[config.mk]
export PLATFORM = sky130hd
export DESIGN_NAME = spi_slave_port
export DESIGN_NICKNAME = d
export VERILOG_FILES = /design/src/rtl/spi_pkg.sv /design/src/rtl/spi_in_sync.sv /design/src/rtl/spi_slave_port.sv
export SDC_FILE = /design/constraint.sdc
export NUM_CORES = 1
export LEC_CHECK = 0
export ABC_AREA = 1
export BUFFER_PORTS_ARGS = -buffer_cell sky130_fd_sc_hd__clkbuf_2
export CORE_ASPECT_RATIO = 1.5
export CORE_MARGIN = 1
export CORE_UTILIZATION = 35
export DETAILED_ROUTE_END_ITERATION = 10
export HOLD_SLACK_MARGIN = 0.08
export MAX_ROUTING_LAYER = met4
export SETUP_SLACK_MARGIN = 0.3
export SYNTH_ARGS = -nofsm -noshare
export SYNTH_HDL_FRONTEND = slang
export SYNTH_SLANG_ARGS = --single-unit
[constraint.sdc]
create_clock -name clk -period 1.97 [get_ports clk]
set_input_delay 0.0985 -clock clk [delete_from_list [all_inputs] [get_ports clk]]
set_output_delay 0.0985 -clock clk [all_outputs]
set_load 0.01 [all_outputs]
[src/rtl/spi_pkg.sv]
// Shared SPI definitions: responder state encoding, command bytes, default fill byte.
// Latency: n/a (constants only).
// Backpressure: n/a.
package spi_pkg;

    localparam logic [1:0] S_IDLE  = 2'd0;
    localparam logic [1:0] S_LOAD  = 2'd1;
    localparam logic [1:0] S_SHIFT = 2'd2;

    typedef enum logic [1:0] {
        ST_IDLE  = S_IDLE,
        ST_LOAD  = S_LOAD,
        ST_SHIFT = S_SHIFT
    } spi_state_e;

    // Command bytes understood by both ends of the link.
    localparam logic [7:0] SPI_CMD_READ  = 8'h03;
    localparam logic [7:0] SPI_CMD_WRITE = 8'h02;

    localparam logic [7:0] SPI_FILL_BYTE = 8'hFF;

endpackage

[src/rtl/spi_in_sync.sv]
// Multi-flop synchronizer for one asynchronous SPI pin, with edge strobes.
// Latency: SYNC_STAGES cycles to level, edges in the same cycle the level changes.
// Backpressure: none; edges are suppressed until the pipeline holds real samples after reset.
module spi_in_sync
    import spi_pkg::*;
#(
    parameter int   SYNC_STAGES = 2,
    parameter logic RST_VAL     = 1'b0
) (
    input  logic clk,
    input  logic rst,
    input  logic din,
    output logic level,
    output logic rise,
    output logic fall
);

    logic [SYNC_STAGES-1:0] sync_q;
    logic                   hist_q;
    // Marks which pipeline positions hold real samples rather than reset values,
    // so a pin held at the non-reset level through reset gives no phantom edge.
    logic [SYNC_STAGES:0]   fill_q;

    always_ff @(posedge clk) begin
        if (rst) begin
            sync_q <= {SYNC_STAGES{RST_VAL}};
            hist_q <= RST_VAL;
            fill_q <= '0;
        end else begin
            sync_q <= {sync_q[SYNC_STAGES-2:0], din};
            hist_q <= sync_q[SYNC_STAGES-1];
            fill_q <= {fill_q[SYNC_STAGES-1:0], 1'b1};
        end
    end

    assign level = sync_q[SYNC_STAGES-1];
    assign rise  = fill_q[SYNC_STAGES] &  level & ~hist_q;
    assign fall  = fill_q[SYNC_STAGES] & ~level &  hist_q;

endmodule

[src/rtl/spi_slave_port.sv]
// Byte-oriented SPI responder, all CPOL/CPHA modes, MSB first; optional misoOe via SPI_SLAVE_MISO_TRISTATE_EN.
// Latency: SYNC_STAGES+1 clk from pin edge to action; rxValid one cycle after the 8th sample edge.
// Backpressure: one-deep tx holding register (txValid/txReady); rx has none, consumer must keep up.
module spi_slave_port
    import spi_pkg::*;
#(
    parameter int         SYNC_STAGES = 2,
    parameter logic [7:0] FILL_BYTE   = SPI_FILL_BYTE
) (
    input  logic       clk,
    input  logic       rst,
    input  logic       SCK,
    input  logic       CE,
    input  logic       MOSI,
    output logic       MISO,
    input  logic       CPOL,
    input  logic       CPHA,
    input  logic [7:0] txData,
    input  logic       txValid,
    output logic       txReady,
    output logic [7:0] rxData,
    output logic       rxValid,
    output logic       txUnderrun,
    output logic       frameAbort,
`ifdef SPI_SLAVE_MISO_TRISTATE_EN
    output logic       misoOe,
`endif
    output logic       busy
);

    logic sck_s, sck_rise, sck_fall;
    logic ce_s, ce_rise, ce_fall;
    logic [SYNC_STAGES-1:0] mosi_sync_q;
    logic mosi_s;

    spi_state_e state_q, state_d;
    logic       cpol_q, cpha_q;
    logic [3:0] bit_cnt_q;
    logic [7:0] tx_shift_q, rx_shift_q, hold_q, load_byte;
    logic       hold_full_q;

    logic sck_edge, lead_edge, trail_edge, sample_edge, drive_edge;
    logic do_load, do_sample, do_drive, do_deliver, do_abort, to_idle;

    spi_in_sync #(.SYNC_STAGES(SYNC_STAGES), .RST_VAL(1'b0)) u_sck_sync (
        .clk(clk), .rst(rst), .din(SCK), .level(sck_s), .rise(sck_rise), .fall(sck_fall)
    );

    spi_in_sync #(.SYNC_STAGES(SYNC_STAGES), .RST_VAL(1'b1)) u_ce_sync (
        .clk(clk), .rst(rst), .din(CE), .level(ce_s), .rise(ce_rise), .fall(ce_fall)
    );

    // MOSI only needs its level, at the same depth as SCK so sampling stays aligned.
    always_ff @(posedge clk) begin
        if (rst) begin
            mosi_sync_q <= '0;
        end else begin
            mosi_sync_q <= {mosi_sync_q[SYNC_STAGES-2:0], MOSI};
        end
    end
    assign mosi_s = mosi_sync_q[SYNC_STAGES-1];

    assign sck_edge    = sck_rise | sck_fall;
    assign lead_edge   = sck_edge & (sck_s != cpol_q);
    assign trail_edge  = sck_edge & (sck_s == cpol_q);
    assign sample_edge = cpha_q ? trail_edge : lead_edge;
    assign drive_edge  = cpha_q ? lead_edge  : trail_edge;
    assign load_byte   = hold_full_q ? hold_q : FILL_BYTE;

    always_ff @(posedge clk) begin
        if (rst) begin
            state_q <= ST_IDLE;
        end else begin
            state_q <= state_d;
        end
    end

    always_comb begin
        state_d    = state_q;
        do_load    = 1'b0;
        do_sample  = 1'b0;
        do_drive   = 1'b0;
        do_deliver = 1'b0;
        do_abort   = 1'b0;
        to_idle    = 1'b0;
        case (state_q)
            ST_IDLE: begin
                if (ce_fall) begin
                    state_d = ST_LOAD;
                end
            end
            ST_LOAD: begin
                if (ce_rise) begin
                    to_idle = 1'b1;
                    state_d = ST_IDLE;
                end else begin
                    do_load = 1'b1;
                    state_d = ST_SHIFT;
                end
            end
            ST_SHIFT: begin
                if (bit_cnt_q == 4'd8) begin
                    do_deliver = 1'b1;
                    to_idle    = ce_rise;
                    state_d    = ce_rise ? ST_IDLE : ST_LOAD;
                end else if (ce_rise) begin
                    to_idle  = 1'b1;
                    do_abort = (bit_cnt_q != 4'd0);
                    state_d  = ST_IDLE;
                end else begin
                    do_sample = sample_edge;
                    // In CPHA=0 the trailing edge that ends the previous byte arrives
                    // after the next byte's bit 7 is already on MISO; it must not shift.
                    do_drive  = drive_edge & (cpha_q | (bit_cnt_q != 4'd0));
                end
            end
            default: begin
                state_d = ST_IDLE;
            end
        endcase
    end

    always_ff @(posedge clk) begin
        if (rst) begin
            MISO        <= 1'b1;
            rxData      <= 8'h00;
            rxValid     <= 1'b0;
            txUnderrun  <= 1'b0;
            frameAbort  <= 1'b0;
            cpol_q      <= 1'b0;
            cpha_q      <= 1'b0;
            bit_cnt_q   <= 4'd0;
            tx_shift_q  <= 8'h00;
            rx_shift_q  <= 8'h00;
            hold_q      <= 8'h00;
            hold_full_q <= 1'b0;
        end else begin
            rxValid    <= 1'b0;
            txUnderrun <= 1'b0;
            frameAbort <= 1'b0;

            if (txValid && txReady) begin
                hold_q      <= txData;
                hold_full_q <= 1'b1;
            end

            if (state_q == ST_IDLE && ce_fall) begin
                cpol_q    <= CPOL;
                cpha_q    <= CPHA;
                bit_cnt_q <= 4'd0;
            end

            if (do_load) begin
                if (hold_full_q) begin
                    hold_full_q <= 1'b0;
                end else begin
                    txUnderrun <= 1'b1;
                end
                if (!cpha_q) begin
                    MISO       <= load_byte[7];
                    tx_shift_q <= {load_byte[6:0], 1'b1};
                end else begin
                    tx_shift_q <= load_byte;
                end
            end

            if (do_sample) begin
                rx_shift_q <= {rx_shift_q[6:0], mosi_s};
                bit_cnt_q  <= bit_cnt_q + 4'd1;
            end

            if (do_drive) begin
                MISO       <= tx_shift_q[7];
                tx_shift_q <= {tx_shift_q[6:0], 1'b1};
            end

            if (do_deliver) begin
                rxData    <= rx_shift_q;
                rxValid   <= 1'b1;
                bit_cnt_q <= 4'd0;
            end

            if (do_abort) begin
                frameAbort <= 1'b1;
            end

            if (to_idle) begin
                MISO      <= 1'b1;
                bit_cnt_q <= 4'd0;
            end
        end
    end

    assign txReady = ~hold_full_q;
    assign busy    = ~ce_s;

`ifdef SPI_SLAVE_MISO_TRISTATE_EN
    assign misoOe = (state_q != ST_IDLE);
`endif

endmodule

== Yosys cells after proc, flatten, opt, wreduce, memory -nomap -nowiden ==
Index checks and enable logic that the tools add are counted.
Operators by class
  add/subtract/negate cells: 1
  equality and inequality tests: 8
  mux-type cells: 41
  bitwise gates (word level): 19
  reductions and logical operators: 11
Operator list (number)
  8-bit two-way mux: 4
  1-bit two-way mux: 29
  1-bit bitwise AND: 11
  2-bit two-way mux: 4
  4-bit two-way mux: 2
  1-bit inverter: 6
  2-bit case mux with 3 select lines: 1
  4-bit by 1-bit adder with 4-bit output (second input constant): 1
  4-bit equality test (second input constant): 1
  2-bit AND reduction: 2
  2-bit nonzero test: 2
  4-bit nonzero test: 1
  2-bit OR reduction: 2
  3-bit != test (second input constant): 1
  3-bit OR reduction: 1
  2-bit by 1-bit equality test with 1-bit output (second input constant): 1
  2-bit equality test (second input constant): 1
  1-bit logical AND: 2
  2-bit logical NOT: 1
  2-bit by 1-bit != test with 1-bit output (second input constant): 1
  2-bit != test (second input constant): 1
  1-bit OR: 2
  1-bit case mux with 2 select lines: 1
  1-bit equality test: 1
  1-bit != test: 1
Word-level totals
  flip-flop bits (word level): 59
  logic and storage cells: 102

== Depth between registers and ports, before layout ==
  depth in word-level cells: 12
  gate-level depth with buffers: 12

== By module ==
From an unflattened synthesis, not the netlist that was laid out.
Second synthesis, totals
  cells, all modules: 321
  area total of the unflattened synthesis: 2686.3 um2
By module, submodules not included
  spi_slave_port: times used 1, cells an instance 282, area each 2337.2 um2, seq. area each 940.9 um2
  spi_in_sync (u_sck_sync): times used 1, cells an instance 21, area each 176.4 um2, seq. area each 120.1 um2
  spi_in_sync (u_ce_sync): times used 1, cells an instance 18, area each 172.7 um2, seq. area each 120.1 um2

== Worst setup path after synthesis ==
Ideal clock, no wire load.
  path type: register -> register
  start point: register bit_cnt_q[0]
  end point: register rx_shift_q[1]
  library setup time: 116 ps
  arrival time: 1422 ps
  required time: 1854 ps
  slack: 432 ps
  stages on the path, launching flop included: 12
  period minus slack after synthesis: 1538 ps
  cells stage by stage: dfxtp_1 > inv_1 > ha_1 > inv_1 > nor2_1 > nand2_1 > nand3_2 > inv_2 > nand3_2 > buf_2 > o21ai_0 > nor2_1
Between the ends
  longest elaborated chain between the ends: 3
RTL lines
  start, declared: line spi_slave_port.sv:38  | logic [3:0] bit_cnt_q;
  start signal, assigned: line spi_slave_port.sv:169  | bit_cnt_q <= bit_cnt_q + 4'd1;
  4-bit equality test: line spi_slave_port.sv:102  | if (bit_cnt_q == 4'd8) begin
  1-bit two-way mux: line spi_slave_port.sv:102
  1-bit two-way mux: line spi_slave_port.sv:86  | case (state_q)
  end signal, assigned: line spi_slave_port.sv:168  | rx_shift_q <= {rx_shift_q[6:0], mosi_s};
  end, declared: line spi_slave_port.sv:39  | logic [7:0] tx_shift_q, rx_shift_q, hold_q, load_byte;
Every way passes these cells.
A chain may end at the register's enable or synchronous reset.

== Worst setup path after layout ==
  start point: register bit_cnt_q[0]
  end point: register MISO
Between the ends
  longest elaborated chain between the ends: 8
RTL lines
  4-bit nonzero test: line spi_slave_port.sv:114  | do_drive = drive_edge & (cpha_q | (bit_cnt_q != 4'd0));
  1-bit OR: line spi_slave_port.sv:114
  1-bit bitwise AND: line spi_slave_port.sv:114
  1-bit two-way mux: line spi_slave_port.sv:106  | end else if (ce_rise) begin
  1-bit two-way mux: line spi_slave_port.sv:102
  1-bit two-way mux: line spi_slave_port.sv:86
  2-bit by 1-bit != test with 1-bit output (no source line) or 2-bit nonzero test (tied branches)
  2-bit AND reduction (no source line)
  end signal, assigned: line spi_slave_port.sv:160  | MISO <= load_byte[7];
  end signal, assigned: line spi_slave_port.sv:173  | MISO <= tx_shift_q[7];
  end, declared: line spi_slave_port.sv:15  | output logic MISO,
Parallel ways exist; a longest one is shown, timed or not.

==> out/qor.txt <==
IO Count = 30
pre-CTS setup slack = 241 ps
P_leak = 0.00133 uW
HP Class = in -> reg
Iteration-0 DRC Markers = 95
Vias = 2108
hpwl dp = 3.36 mm
vias in the first global route = 1923
DIE WIDTH = 69.8 um
CP bufs+invs = 4
initial core utilization = 36.7%
sequential fraction of the synthesis area = 46.5%
Remaining Overflow, GRT = 0
hold path start = CPHA
VDD IR-drop max = 533 uV
first-pass GRT wire length = 8.46 mm
critical path, cell by cell = inv_1 -> ha_2 -> inv_1 -> nor2_2 -> nand2_1 -> nand3_2 -> inv_4 -> buf_6 -> nand2_4 -> nand2_1 -> o21ai_2 -> nand3_1
CTS Buffer Depth = 2
post-synth cell types = 24
routability cong. = 0.815
setup slack, reg-to-reg = 390 ps
final setup margin = 387 ps
antenna violations before repair = 0
syn avg cell area = 7.47 um2
family with the most delay on the worst path = simple AND/OR/NAND/NOR gates
r2r startpoint = bit_cnt_q[0]
CP Capture Type = flip-flop
relative slew slack = 71.9%
crit path DAT = 1790 ps
largest net degree at the start of global routing = 23
hold endpoint = cpha_q
R2R depth = 12
setup violators final = 0
Hold Path Depth = 3
number of detailed-route iterations in the first pass = 4
pwr/cell area = 753 nW/um2
Commonest cells post-synth = nand2_1, nor2_1, dfxtp_1, o21ai_0, nand3_1
FFs w/ async S/R, synth = 0%
DIE AREA = 7240 um2
Synth area leader = dfxtp_1
Yosys top cell area share = 46.5%
Final Critical Period = 1580 ps
height of the die = 104 um
Hold Vio Cnt, Final = 0
Num CTS Buffers = 5
CP Data Required Time = 2180 ps
CP Launch Type = flip-flop
GRT Util Overall = 14.6%
Final TNS setup = 0 ps
outcome = completed
cells taking the most area after synthesis = dfxtp_1, nand2_1, nor2_1, o21ai_0, nand3_1
wire per inst = 11.3 um
CTS tree = yes
Worst Tran Pin Value = 421 ps
crit-path max FO = 10
clock transition at the registers of the reported paths = 110 ps
count leader, synth = nand2_1
synthesized cell area = 2410 um2
part of the cycle the worst path needs = 80.4%
NumNets Final = 392
cell at the slowest stage of the critical path = dfxtp_2
core region area = 6580 um2
Routed Wire Length = 5.07 mm
htree depth = 2
CTS root buf = clkbuf_8
fmax = 632 MHz
Remaining DRCs = 0
synthesized flop and latch total = 56
Top FF cell, synth = dfxtp_1
P&R area growth vs syn = 22.2%
Routed Antenna Nets = 0
diodes inserted = 0
Clock Sinks = 56
Syn Nets = 345
clk_skew = 5.35 ps
synthesized instance count = 323
max_cap viols = 0
Yosys warnings = 0
reg2reg end = MISO
Clock Latency Late Sink = 310 ps
fin. max-slew vios = 0
CP peak stage delay = 350 ps
# rows = 36
RSZ-0062 raised after global routing = true
Setup Crit Path Kind = reg -> reg
Post-synth EDFFs = 0
Port-buffer cells = 29
share of cells above drive strength 1 = 18.9%
Via density = 4.72
cell families (layout without fill, tap and decap cells):
family,Yosys count,after routing,synth area share [%]
XOR/XNOR,4,4,1.45
buffers and inverters,41,87,7.52
AND/OR/NAND/NOR,168,170,31.2
AO/OA/AOI/OAI,48,48,10.2
adder cells (fa/ha/maj),6,6,3.11
flip-flops,56,56,46.5
per-stage QoR:
step	instance area [um2]	utilization [%]	total power [uW]	hold WS, ps	std cells
after floorplan	2410	-	1470	202	323
after global placement	2620	39.8	1550	283	420
final	2950	44.8	2220	124	447
after detailed placement	2620	39.8	1560	284	420
after CTS	2850	43.3	2240	107	440
after global routing	2950	44.8	2350	98.1	447
layout make-up:
cell class                      instances  area (um2)
Sequential cell                        56        1120
Timing Repair Buffer                   51         352
Clock inverter                          3        25.0
Timing Repair inverter                  1        6.26
Clock buffer                            5        68.8
Inverter                               27         111
Tap cell                               76        95.1
Multi-Input combinational cell        228        1160
Fill cell                             681        3630
sequential cells by signal, summed over array words and instances (netlist names), 2 cells and up:
register and cells:
hold_q 8, rxData 8, rx_shift_q 8, tx_shift_q 8
bit_cnt_q 4, u_ce_sync.fill_q 3, mosi_sync_q 2, state_q 2
u_ce_sync.sync_q 2, u_sck_sync.sync_q 2
layer usage:
metal,wire [um],share of wire (%),vias to the layer above,track usage [%]
met2,2520,50,33,24.2
li1,-,-,1127,-
met5,0,0,-,-
met3,126,2.5,9,2.24
met4,116,2.3,0,6.86
met1,2310,46,939,17.1
cell usage in the layout, fill, tap and decap left out, drive strengths merged:
cell type    Yosys  final
nand2           64     65
nor2            60     60
dfxtp           56     56
clkbuf           7     34
nand3           31     32
o21ai           30     30
inv             27     30
a21oi           17     17
dlygate4sd3      0     12
buf              7     10
nand3b           8      8
ha               6      6
nor3             3      3
xnor2            2      2
xor2             2      2
or2              2      2
o211ai           1      1
clkinvlp         0      1
worst register-to-register path, cell delays in order, from the launching register on:
cell and delay [ps]:
dfxtp_2 350, inv_1 80, ha_2 180, inv_1 50, nor2_2 110, nand2_1 80, nand3_2 90, inv_4 60
buf_6 150, nand2_4 120, nand2_1 90, o21ai_2 60, nand3_1 60
worst max-delay path by stage:
stage                    end  depth (start not counted)  slack [ps]    startpoint
2_1_floorplan  rx_shift_q[1]                         11         430  bit_cnt_q[0]
3_3_place_gp    bit_cnt_q[3]                         11         340  bit_cnt_q[0]
3_5_place_dp    bit_cnt_q[2]                         11         240  bit_cnt_q[0]
4_1_cts                 MISO                         12         300  bit_cnt_q[0]
5_1_grt        tx_shift_q[7]                         11         270  bit_cnt_q[0]
6_report                MISO                         12         390  bit_cnt_q[0]
what timing repair did:
item | in CTS | in global routing
cloned | 0 | 3
hold buffers | 12 | 0
setup endpoints to repair | 18 | 29
setup buffers | 0 | 4
endpoints found under the hold margin | 12 | 0
gates resized for setup | 3 | 15
pin swaps | 0 | 2
power breakdown:
| part | leakage [uW] | internal (uW) | switching [uW] |
|---|---|---|---|
| Sequential | 0.000458 | 1200 | 39.2 |
| Clock | 0.0000452 | 260 | 401 |
| Combinational | 0.000828 | 137 | 180 |
Note: power is estimated with default switching activity, not from simulation.
